## src/rtl/bitcoin_pkg.sv

```systemverilog
// Shared types and constants for the hash-result scanner: FSM states, defaults,
// and the bit layout of the second summary word.
package bitcoin_pkg;

  localparam int NUM_NONCES_DFLT = 16;
  localparam int SUMMARY_WORDS   = 2;
  localparam int FOUND_BIT       = 31;
  localparam int COUNT_LSB       = 16;
  localparam int NONCE_LSB       = 0;

  typedef enum logic [2:0] {
    S_IDLE,
    S_READ,
    S_DRAIN,
    S_WR_HASH,
    S_WR_SUM,
    S_DONE
  } scan_state_e;

  function automatic logic [31:0] make_summary(input logic [7:0] count,
                                               input logic [7:0] nonce);
    logic [31:0] w;
    w = '0;
    w[FOUND_BIT]      = (count != 8'd0);
    w[COUNT_LSB +: 8] = count;
    w[NONCE_LSB +: 8] = nonce;
    return w;
  endfunction

endpackage

```

## src/rtl/hash_result_scanner_if.sv

```systemverilog
// Single-port synchronous memory bus shared with the hasher; the scanner is
// the master, the memory (or top-level mux) the slave.
interface hash_result_scanner_if #(
  parameter int ADDR_W = 16
);
  logic              mem_clk;
  logic              mem_we;
  logic [ADDR_W-1:0] mem_addr;
  logic [31:0]       mem_write_data;
  logic [31:0]       mem_read_data;

  modport master (
    output mem_clk, mem_we, mem_addr, mem_write_data,
    input  mem_read_data
  );

  modport slave (
    input  mem_clk, mem_we, mem_addr, mem_write_data,
    output mem_read_data
  );
endinterface

```

## src/rtl/hash_result_scanner_min.sv

```systemverilog
// scan_min_tracker: running minimum digest, its index, and target-match tally.
// One compare per valid word; next-state values exported so a writer can use the final compare.
module scan_min_tracker #(
  parameter int NUM_NONCES = 16
) (
  input  logic                  clk,
  input  logic                  reset,
  input  logic                  i_clear,
  input  logic                  i_vld,
  input  logic [7:0]            i_idx,
  input  logic [31:0]           i_word,
  input  logic [31:0]           i_target,
  output logic [31:0]           o_best_hash,
  output logic [31:0]           o_best_hash_nxt,
  output logic [7:0]            o_best_nonce,
  output logic [7:0]            o_match_count,
  output logic [NUM_NONCES-1:0] o_match_mask
);

  logic [31:0]           r_best_hash;
  logic [7:0]            r_best_nonce;
  logic [7:0]            r_match_count;
  logic [NUM_NONCES-1:0] r_match_mask;

  logic [31:0]           w_hash_nxt;
  logic [7:0]            w_nonce_nxt;
  logic [7:0]            w_count_nxt;
  logic [NUM_NONCES-1:0] w_mask_nxt;

  always_comb begin
    w_hash_nxt  = r_best_hash;
    w_nonce_nxt = r_best_nonce;
    w_count_nxt = r_match_count;
    w_mask_nxt  = r_match_mask;
    if (i_vld) begin
      // Strict compare keeps the lowest index on ties.
      if (i_word < r_best_hash) begin
        w_hash_nxt  = i_word;
        w_nonce_nxt = i_idx;
      end
      if (i_word < i_target) begin
        w_count_nxt = r_match_count + 8'd1;
        w_mask_nxt  = r_match_mask | (NUM_NONCES'(1) << i_idx);
      end
    end
  end

  always_ff @(posedge clk) begin
    if (reset || i_clear) begin
      r_best_hash   <= 32'hFFFF_FFFF;
      r_best_nonce  <= 8'd0;
      r_match_count <= 8'd0;
      r_match_mask  <= '0;
    end else begin
      r_best_hash   <= w_hash_nxt;
      r_best_nonce  <= w_nonce_nxt;
      r_match_count <= w_count_nxt;
      r_match_mask  <= w_mask_nxt;
    end
  end

  assign o_best_hash     = r_best_hash;
  assign o_best_hash_nxt = w_hash_nxt;
  assign o_best_nonce    = r_best_nonce;
  assign o_match_count   = r_match_count;
  assign o_match_mask    = r_match_mask;

endmodule

```

## src/rtl/hash_result_scanner.sv

```systemverilog
// Scans NUM_NONCES digest words, tracks min/matches, writes a 2-word summary, raises done.
// done first visible NUM_NONCES+4 cycles after the accepted start edge.
module hash_result_scanner
  import bitcoin_pkg::*;
#(
  parameter int NUM_NONCES = NUM_NONCES_DFLT,
  parameter int ADDR_W     = 16
) (
  input  logic                  clk,
  input  logic                  reset,
  input  logic                  start,
  input  logic [ADDR_W-1:0]     output_addr,
  input  logic [ADDR_W-1:0]     report_addr,
  input  logic [31:0]           target,
  output logic                  done,
  hash_result_scanner_if.master mem,
  output logic [31:0]           best_hash,
  output logic [7:0]            best_nonce,
  output logic [7:0]            match_count,
  output logic [NUM_NONCES-1:0] match_mask
);

  localparam logic [7:0] LAST_CNT = 8'(NUM_NONCES);

  scan_state_e       r_state;
  scan_state_e       w_state_nxt;
  logic              w_accept;

  logic [ADDR_W-1:0] r_report_addr;
  logic [31:0]       r_target;
  logic [7:0]        r_cnt;
  logic              r_vld;
  logic [7:0]        r_idx;
  logic              r_done;
  logic              r_mem_we;
  logic [ADDR_W-1:0] r_mem_addr;
  logic [31:0]       r_mem_wdata;
  logic [31:0]       w_best_hash_nxt;

  always_comb begin
    w_state_nxt = r_state;
    w_accept    = 1'b0;
    case (r_state)
      S_IDLE: begin
        if (start) begin
          w_accept    = 1'b1;
          w_state_nxt = S_READ;
        end
      end
      S_READ:    if (r_cnt == LAST_CNT) w_state_nxt = S_DRAIN;
      S_DRAIN:   w_state_nxt = S_WR_HASH;
      S_WR_HASH: w_state_nxt = S_WR_SUM;
      S_WR_SUM:  w_state_nxt = S_DONE;
      S_DONE:    w_state_nxt = S_IDLE;
      default:   w_state_nxt = S_IDLE;
    endcase
  end

  always_ff @(posedge clk) begin
    if (reset) r_state <= S_IDLE;
    else       r_state <= w_state_nxt;
  end

  // r_cnt holds the 1-based number of the address currently on the bus.
  always_ff @(posedge clk) begin
    if (reset) begin
      r_report_addr <= '0;
      r_target      <= '0;
      r_cnt         <= 8'd0;
      r_vld         <= 1'b0;
      r_idx         <= 8'd0;
      r_done        <= 1'b0;
      r_mem_we      <= 1'b0;
      r_mem_addr    <= '0;
      r_mem_wdata   <= '0;
    end else begin
      r_mem_we <= (w_state_nxt == S_WR_HASH) || (w_state_nxt == S_WR_SUM);
      r_vld    <= (r_state == S_READ);
      r_idx    <= r_cnt - 8'd1;
      if (w_accept) begin
        r_report_addr <= report_addr;
        r_target      <= target;
        r_mem_addr    <= output_addr;
        r_cnt         <= 8'd1;
        r_done        <= 1'b0;
      end else if (r_state == S_READ && w_state_nxt == S_READ) begin
        r_mem_addr <= r_mem_addr + ADDR_W'(1);
        r_cnt      <= r_cnt + 8'd1;
      end
      // The hash word must reflect the compare finishing on this same edge.
      if (w_state_nxt == S_WR_HASH) begin
        r_mem_addr  <= r_report_addr;
        r_mem_wdata <= w_best_hash_nxt;
      end
      if (w_state_nxt == S_WR_SUM) begin
        r_mem_addr  <= r_report_addr + ADDR_W'(1);
        r_mem_wdata <= make_summary(match_count, best_nonce);
      end
      if (w_state_nxt == S_DONE) r_done <= 1'b1;
    end
  end

  scan_min_tracker #(
    .NUM_NONCES (NUM_NONCES)
  ) u_tracker (
    .clk             (clk),
    .reset           (reset),
    .i_clear         (w_accept),
    .i_vld           (r_vld),
    .i_idx           (r_idx),
    .i_word          (mem.mem_read_data),
    .i_target        (r_target),
    .o_best_hash     (best_hash),
    .o_best_hash_nxt (w_best_hash_nxt),
    .o_best_nonce    (best_nonce),
    .o_match_count   (match_count),
    .o_match_mask    (match_mask)
  );

  assign mem.mem_clk        = clk;
  assign mem.mem_we         = r_mem_we;
  assign mem.mem_addr       = r_mem_addr;
  assign mem.mem_write_data = r_mem_wdata;
  assign done               = r_done;

endmodule

```

## src/flat_wrapper.sv

```systemverilog
// flat-port wrapper written by rule: the top's interface ports become plain ports
module hash_result_scanner_flat import bitcoin_pkg::*;
#(
  parameter int NUM_NONCES = NUM_NONCES_DFLT,
  parameter int ADDR_W     = 16
)
  (clk, reset, start, output_addr, report_addr, target, done, best_hash, best_nonce, match_count, match_mask, mem_mem_clk, mem_mem_we, mem_mem_addr, mem_mem_write_data, mem_mem_read_data);
  hash_result_scanner_if #(.ADDR_W(ADDR_W)) mem_i ();
  input  logic clk;
  input  logic reset;
  input  logic start;
  input  logic [ADDR_W-1:0] output_addr;
  input  logic [ADDR_W-1:0] report_addr;
  input  logic [31:0] target;
  output logic done;
  output logic [31:0] best_hash;
  output logic [7:0] best_nonce;
  output logic [7:0] match_count;
  output logic [NUM_NONCES-1:0] match_mask;
  output wire logic [$bits(mem_i.mem_clk)-1:0] mem_mem_clk;
  output wire logic [$bits(mem_i.mem_we)-1:0] mem_mem_we;
  output wire logic [$bits(mem_i.mem_addr)-1:0] mem_mem_addr;
  output wire logic [$bits(mem_i.mem_write_data)-1:0] mem_mem_write_data;
  input wire logic [$bits(mem_i.mem_read_data)-1:0] mem_mem_read_data;
  assign mem_mem_clk = mem_i.mem_clk;
  assign mem_mem_we = mem_i.mem_we;
  assign mem_mem_addr = mem_i.mem_addr;
  assign mem_mem_write_data = mem_i.mem_write_data;
  assign mem_i.mem_read_data = mem_mem_read_data;
  hash_result_scanner #(.NUM_NONCES(NUM_NONCES), .ADDR_W(ADDR_W)) u_core (.clk(clk), .reset(reset), .start(start), .output_addr(output_addr), .report_addr(report_addr), .target(target), .done(done), .mem(mem_i), .best_hash(best_hash), .best_nonce(best_nonce), .match_count(match_count), .match_mask(match_mask));
endmodule
```

## config.mk

```make
export PLATFORM = sky130hd
export DESIGN_NAME = hash_result_scanner_flat
export DESIGN_NICKNAME = d
export VERILOG_FILES = /design/src/rtl/bitcoin_pkg.sv /design/src/rtl/hash_result_scanner_if.sv /design/src/rtl/hash_result_scanner_min.sv /design/src/rtl/hash_result_scanner.sv /design/src/flat_wrapper.sv
export SDC_FILE = /design/constraint.sdc
export NUM_CORES = 1
export LEC_CHECK = 0
export BUFFER_PORTS_ARGS = -buffer_cell sky130_fd_sc_hd__buf_4
export CORE_ASPECT_RATIO = 1.75
export CORE_MARGIN = 1
export CORE_UTILIZATION = 40
export DETAILED_ROUTE_END_ITERATION = 10
export GPL_TIMING_DRIVEN = 0
export PLACE_DENSITY_LB_ADDON = 0.15
export SYNTH_ARGS = -nofsm -noshare
export SYNTH_HDL_FRONTEND = slang
export SYNTH_SLANG_ARGS = --single-unit
```

## constraint.sdc

```tcl
create_clock -name clk -period 7 [get_ports clk]
set_input_delay 0.7 -clock clk [delete_from_list [all_inputs] [get_ports clk]]
set_output_delay 0.7 -clock clk [all_outputs]
set_load 0.05 [all_outputs]
```

==> impl_results.md, run 1 <==
- Status: finished, final reports clean
- TritonRoute pass-1 iters: 6
- Max VDD drop: 0.234 mV
- Detailed-route via count: 8324
- Worst-skew pair later-pin latency: 0.55 ns
- Synth cell types: 54
- Layout cell share with drive strength beyond 1: 0.195
- WL/cell: 17.0 µm
- DP HPWL: 21.9 mm
- Hold slack: 0.394 ns
- WS Path Type: clk -> out
- GR Util met1: 0.261
- WP data required: 6.30 ns
- Nets: 1477
- Cell count after synthesis: 1076
- Syn Area/Cell: 8.27 µm²
- Post-CTS Setup Bufs: 0
- Critical Path End Type: primary output
- GPL Wtd Cong: 0.881
- Yosys top cell area share: 0.409
- #FFs+latches synth: 182
- Initial antenna violation count: 0
- Final TNS setup: 0 ns
- Max-cap check violation count: 0
- Rows: 71
- Power per cell area: 226 nW/µm²
- Most used routing layer: met2
- Final Max Tran Viols: 0
- Worst-path fanout max: 2
- Width of the chip: 115 µm
- # setup viols final: 0
- N_diodes: 0
- Synth area leader: dfxtp_1
- # IOs: 214
- Total power: 2.61 mW
- Routing usage on met2: 0.460
- Worst Tran Pin Value: 1.00 ns
- Post-cts gate resize count: 0
- Initial DRC count: 350
- Area contributors post-synth: dfxtp_1, ha_1, nand2_1, a21oi_1, mux2i_1
- Syn_nets: 1243
- Fillers: 2229
- Critical Path AT: 4.04 ns
- Register area share after synthesis: 0.409
- Core area: 21700 µm²
- Fin Clk Skew: 0.00862 ns
- Area grow syn2layout: 29.5%
- DR DRC count: 0
- Top FF cell, synth: dfxtp_1
- Starting Density: 0.411
- CTS tree: done
- Largest net degree at the start of global routing: 18
- Vias/cell: 5.15
- WL final: 27.4 mm
- First-pass GRT wire length: 41.9 mm
- Critical Path Start Type: clock port
- Die area: 22900 µm²
- GR Util met3: 0.0428
- Vias in the first global route: 8095
- Post-Syn Area: 8900 µm²
- Clk slew on worst S/H paths: 0.07 ns
- Synthesis Warnings: 0
- RSZ-0062 raised after global routing: no
- Buffers on Ports: 212
- Pleak: 5.03 nW
- FFs w/ async S/R, synth: 0
- Post-DRT Antenna Nets: 0
- Fin. Hold Viols: 0
- Post-synth EDFFs: 0
- Grt total ovfl: 0
- Cts hold-fix bufs: 0
- Die height: 199 µm
- HP Class: in -> reg
- Total GRT Usage: 0.247
- Worst rel slew slack: 0.324
-- area by class of cell --
cell class                 count  area, µm²  area share
multi-input combinational    767       4750       0.412
clock inverter                14        159      0.0138
buffer                        55        240      0.0208
sequential                   182       3640       0.316
timing repair buffer         211       1580       0.137
inverter                      72        270      0.0234
tap                          292        365      0.0317
clock buffer                  22        522      0.0452
-- cells by family (layout without fill, tap and decap cells) --
family / after synthesis / after routing / share of synthesized area
AOI/OAI and AO/OA: 248 / 248 / 0.168
buffers and inverters: 127 / 374 / 0.0573
adders and majority gates: 68 / 68 / 0.0956
muxes: 48 / 48 / 0.0540
xor gates and xnor gates: 38 / 38 / 0.0374
and+or+nand+nor: 365 / 365 / 0.179
DFF: 182 / 182 / 0.409
-- cells in the mapped netlist, types with 2 or more instances --
| library cell | n |
|---|---|
| dfxtp_1 | 182 |
| inv_2 | 3 |
| and4_1 | 3 |
| nor3_1 | 11 |
| a21oi_1 | 99 |
| nor4_1 | 2 |
| and2_1 | 4 |
| or3_1 | 9 |
| and3_1 | 5 |
| mux2i_1 | 48 |
| inv_1 | 68 |
| a211oi_1 | 15 |
| o21ai_0 | 25 |
| nor2b_1 | 4 |
| o21ai_1 | 41 |
| a21o_1 | 7 |
| a31oi_1 | 2 |
| nor2_1 | 71 |
| nand2b_1 | 3 |
| nand4b_1 | 3 |
| a2111oi_0 | 3 |
| o221ai_1 | 2 |
| xor2_1 | 15 |
| nand3_1 | 16 |
| ha_1 | 68 |
| nand2_1 | 201 |
| xnor2_1 | 23 |
| a22oi_1 | 18 |
| buf_6 | 4 |
| o211ai_1 | 16 |
| or4_1 | 4 |
| nand4_1 | 25 |
| a211o_1 | 2 |
| o21a_1 | 5 |
| clkbuf_1 | 50 |
-- worst max-delay path, stage by stage --
cell       delay, ns
clkbuf_16       0.12
clkbuf_16       0.13
buf_4           0.12
buf_4           0.18
-- final timing paths --
| kind | startpoint | to | slack, ns | cells past startpoint |
|---|---|---|---|---|
| worst max-delay path | clk | mem_mem_clk | 2.26 | 4 |
| worst min-delay path | report_addr[15] | u_core.r_report_addr[15] | 0.39 | 3 |
| worst max register to register | u_core.u_tracker.o_best_hash[13] | u_core.mem.mem_write_data[7] | 3.87 | 10 |
| worst min register to register | u_core.u_tracker.o_match_mask[4] | u_core.u_tracker.o_match_mask[4] | 0.45 | 2 |
-- placed cells by master (no fill, tap or decap), drive strengths merged, types with 4 or more instances in the layout --
cell,n
dfxtp,182
a22oi,18
a211oi,15
or3,9
nand2,201
nor3,11
inv,80
nand4,25
o21a,5
ha,68
a21oi,99
xnor2,23
nand3,16
o21ai,66
clkbuf,71
xor2,15
nor2,71
and2,4
mux2i,48
o211ai,16
or4,4
buf,217
a21o,7
nor2b,4
and3,5
-- metrics by stage --
stage,setup WS [ns],instances,cell area [µm²],utilization
floorplan,2.63,1076,8900,-
global placement,2.52,1580,10900,0.501
detailed placement,2.52,1580,10900,0.501
CTS,2.26,1615,11500,0.532
global route,2.26,1615,11500,0.532
finish,2.26,1615,11500,0.532
-- state kept, by name, indices dropped and copies added, names as in the netlist --
name / count
u_core.r_cnt: 8
u_core.r_report_addr: 16
u_core.r_state: 3
u_core.mem.mem_we: 1
u_core.r_vld: 1
u_core.r_idx: 8
u_core.u_tracker.o_best_hash: 32
u_core.r_target: 32
u_core.mem.mem_write_data: 32
u_core.u_tracker.o_match_mask: 16
u_core.u_tracker.o_best_nonce: 8
u_core.mem.mem_addr: 16
u_core.u_tracker.o_match_count: 8
u_core.done: 1
-- report_power, final --
group	switching, mW	total [mW]	internal, mW
Clock	0.481	1.11	0.633
Sequential	0.0385	1.11	1.07
Combinational	0.231	0.382	0.151
Total	0.751	2.61	1.86
-- metal layers --
metal  part of all wire  up-vias
met5                  0        -
met4              0.038        0
met3              0.040       55
met2               0.54      224
met1               0.38     3861
li1                   -     4184
Power figures use the tool's default switching activity.
==> inputs of run 2 (changes only) <==
- ABC_AREA: default -> 1
- clock period: 7 -> 4.85 ns (I/O delays scaled with it)
==> impl_results.md, run 2 <==
- Status: finished, final reports clean (unchanged)
- Most frequent cells in the layout: buf_4, inv_1, nand2_1, dfxtp_1, a21oi_1 (was buf_4, nand2_1, dfxtp_1, a21oi_1, nor2_1)
- Starting Density: 0.409 (was 0.411)
- Critical Path Start Type: clock port (unchanged)
- Post-synthesis compound-gate area fraction: 0.182 (was 0.168)
- Width of the chip: 121 µm (was 115 µm)
- Worst rel slew slack: 0.480 (was 0.324)
- Commonest non-fill, non-tap cell in the layout: buf_4 (unchanged)
- RSZ-0062 raised after global routing: no (unchanged)
- Worst Tran Pin Value: 0.780 ns (was 1.00 ns)
- Synth Area in Adders: 0.0863 (was 0.0956)
- Worst-path fanout max: 2 (unchanged)
- WL/cell: 16.4 µm (was 17.0 µm)
- Fillers: 2464 (was 2229)
- RR Startpoint: u_core.r_target[31] (was u_core.u_tracker.o_best_hash[13])
- Cell count after synthesis: 1380 (was 1076)
- Buffers on Ports: 213 (was 212)
- Die area: 25300 µm² (was 22900 µm²)
- Critical Path End Type: primary output (unchanged)
- Cts hold-fix bufs: 0 (unchanged)
- Vias/cell: 5.18 (was 5.15)
- Synth cell types: 43 (was 54)
- Yosys top cell area share: 0.370 (was 0.409)
- GPL Wtd Cong: 0.911 (was 0.881)
- Worst-skew pair later-pin latency: 0.56 ns (was 0.55 ns)
- Critical path origin: clk (unchanged)
- Fin Clk Skew: 0.00915 ns (was 0.00862 ns)
- # IOs: 214 (unchanged)
- #FFs+latches synth: 182 (unchanged)
- Cell with the most instances after synthesis: inv_1 (was nand2_1)
- Initial antenna violation count: 1 (was 0)
- Pleak: 6.03 nW (was 5.03 nW)
- Synth area leader: dfxtp_1 (unchanged)
- Post-cts gate resize count: 0 (unchanged)
- TritonRoute pass-1 iters: 5 (was 6)
- Largest family of logic cells by synthesized area: simple AND/OR/NAND/NOR gates (unchanged)
- Syn_nets: 1547 (was 1243)
- FFs w/ async S/R, synth: 0 (unchanged)
- DR DRC count: 0 (unchanged)
- HP Class: in -> reg (unchanged)
- CTS tree: done (unchanged)
- Die height: 210 µm (was 199 µm)
- R2R cell count: 9 (was 10)
- Placed cells: 1901 (was 1580)
- Rows: 75 (was 71)
- DP HPWL: 25.0 mm (was 21.9 mm)
- Total GRT Usage: 0.256 (was 0.247)
- Post-CTS Setup Bufs: 0 (unchanged)
- WP data required: 4.37 ns (was 6.30 ns)
- WL final: 31.8 mm (was 27.4 mm)
- R2r endpoint: u_core.u_tracker.o_match_count[3] (was u_core.mem.mem_write_data[7])
- Detailed-route via count: 10.0k (was 8324)
- Critical path endpoint: mem_mem_clk (unchanged)
- Synthesis Warnings: 0 (unchanged)
- Post-DRT Antenna Nets: 0 (unchanged)
- FF-to-FF setup slack: 2.39 ns (was 3.87 ns)
- Final Max Tran Viols: 0 (unchanged)
- First-pass GRT wire length: 49.2 mm (was 41.9 mm)
- Initial DRC count: 510 (was 350)
- Core area: 24100 µm² (was 21700 µm²)
- Fin. Hold Viols: 0 (unchanged)
- Max VDD drop: 0.429 mV (was 0.234 mV)
- Largest net degree at the start of global routing: 18 (unchanged)
- Max-cap check violation count: 0 (unchanged)
- Finished Core Util: 0.519 (was 0.532)
- Critical Path AT: 2.97 ns (was 4.04 ns)
- Register area share after synthesis: 0.370 (was 0.409)
- Post-synthesis xor/xnor area fraction: 0.0142 (was 0.0374)
- Simple-Gate Fraction of Synth Area: 0.235 (was 0.179)
- Area contributors post-synth: dfxtp_1, ha_1, inv_1, nand2_1, a21oi_1 (was dfxtp_1, ha_1, nand2_1, a21oi_1, mux2i_1)
- Area grow syn2layout: 27.1% (was 29.5%)
- # setup viols final: 0 (unchanged)
- WS Path Type: clk -> out (unchanged)
- Power per cell area: 312 nW/µm² (was 226 nW/µm²)
- Top FF cell, synth: dfxtp_1 (unchanged)
- Syn Area/Cell: 7.14 µm² (was 8.27 µm²)
- Synth top cells by count: inv_1, nand2_1, dfxtp_1 (was nand2_1, dfxtp_1, a21oi_1)
- Nets: 1782 (was 1477)
- Post-Syn Area: 9860 µm² (was 8900 µm²)
- Post-synthesis mux area share: 0 (was 0.0540)
- Post-Layout Cell Count: 1937 (was 1615)
- Clk slew on worst S/H paths: 0.07 ns (about the same)
- Grt total ovfl: 0 (unchanged)
- Post-synth EDFFs: 0 (unchanged)
- Layout cell share with drive strength beyond 1: 0.201 (was 0.195)
- Vias in the first global route: 9521 (was 8095)
- Final TNS setup: 0 ns (unchanged)
run 2: worst max-delay path, cell delays in order:
cell       delay (ns)
clkbuf_16        0.12
clkbuf_16        0.13
buf_4            0.12
buf_4            0.18
run 2: layer usage:
metal | routed length (µm) | track usage | part of all wire | vias up
met1 | 12500 | 0.280 | 0.39 | 4674
met3 | 1360 | 0.0424 | 0.043 | 54
met2 | 16900 | 0.474 | 0.53 | 273
li1 | - | - | - | 5040
met5 | 0 | 0 | 0 | -
met4 | 1040 | 0.119 | 0.033 | 0
run 2: power by group:
group          leakage (nW)  internal (mW)  switching [mW]
Clock                 0.327          0.913           0.713
Sequential             1.49           1.56          0.0621
Combinational          4.22          0.232           0.425
run 2: kinds of logic after synthesis:
logic type,count (synthesis)
XOR/XNOR,16
buffers and inverters,275
flip-flops,182
AND/OR/NAND/NOR,508
AO/OA/AOI/OAI,331
adder cells (fa/ha/maj),68
run 2: area by class of cell:
cell class,count,area [µm²],share of cell area
Buffer,69,340,0.0272
Clock inverter,14,169,0.0135
Multi-Input combinational cell,923,5100,0.407
Antenna cell,1,2.50,0.000200
Sequential cell,182,3640,0.291
Tap cell,308,385,0.0308
Inverter,206,773,0.0617
Timing Repair Buffer,212,1590,0.127
Clock buffer,22,522,0.0417
run 2: how the worst min path moves through the flow:
stage	to	cells after the start	slack, ns	startpoint
after floorplan	u_core.r_idx[0]	1	0.43	u_core.r_cnt[0]
after global placement	u_core.u_tracker.o_match_mask[12]	2	0.44	u_core.u_tracker.o_match_mask[12]
after detailed placement	u_core.u_tracker.o_match_mask[7]	2	0.44	u_core.u_tracker.o_match_mask[7]
after CTS	u_core.r_idx[6]	2	0.16	reset
after global routing	u_core.r_idx[6]	2	0.17	reset
final	u_core.r_idx[6]	2	0.18	reset
run 2: per-stage QoR:
step / power, mW / setup WS, ns / hold slack, ns / cell area, µm²
2_1_floorplan: 2.11 / 1.77 / 0.430 / 9860
3_3_place_gp: 2.36 / 1.66 / 0.441 / 11800
3_5_place_dp: 2.37 / 1.66 / 0.444 / 11800
4_1_cts: 3.94 / 1.39 / 0.163 / 12500
5_1_grt: 4.08 / 1.39 / 0.168 / 12500
6_report: 3.91 / 1.40 / 0.176 / 12500
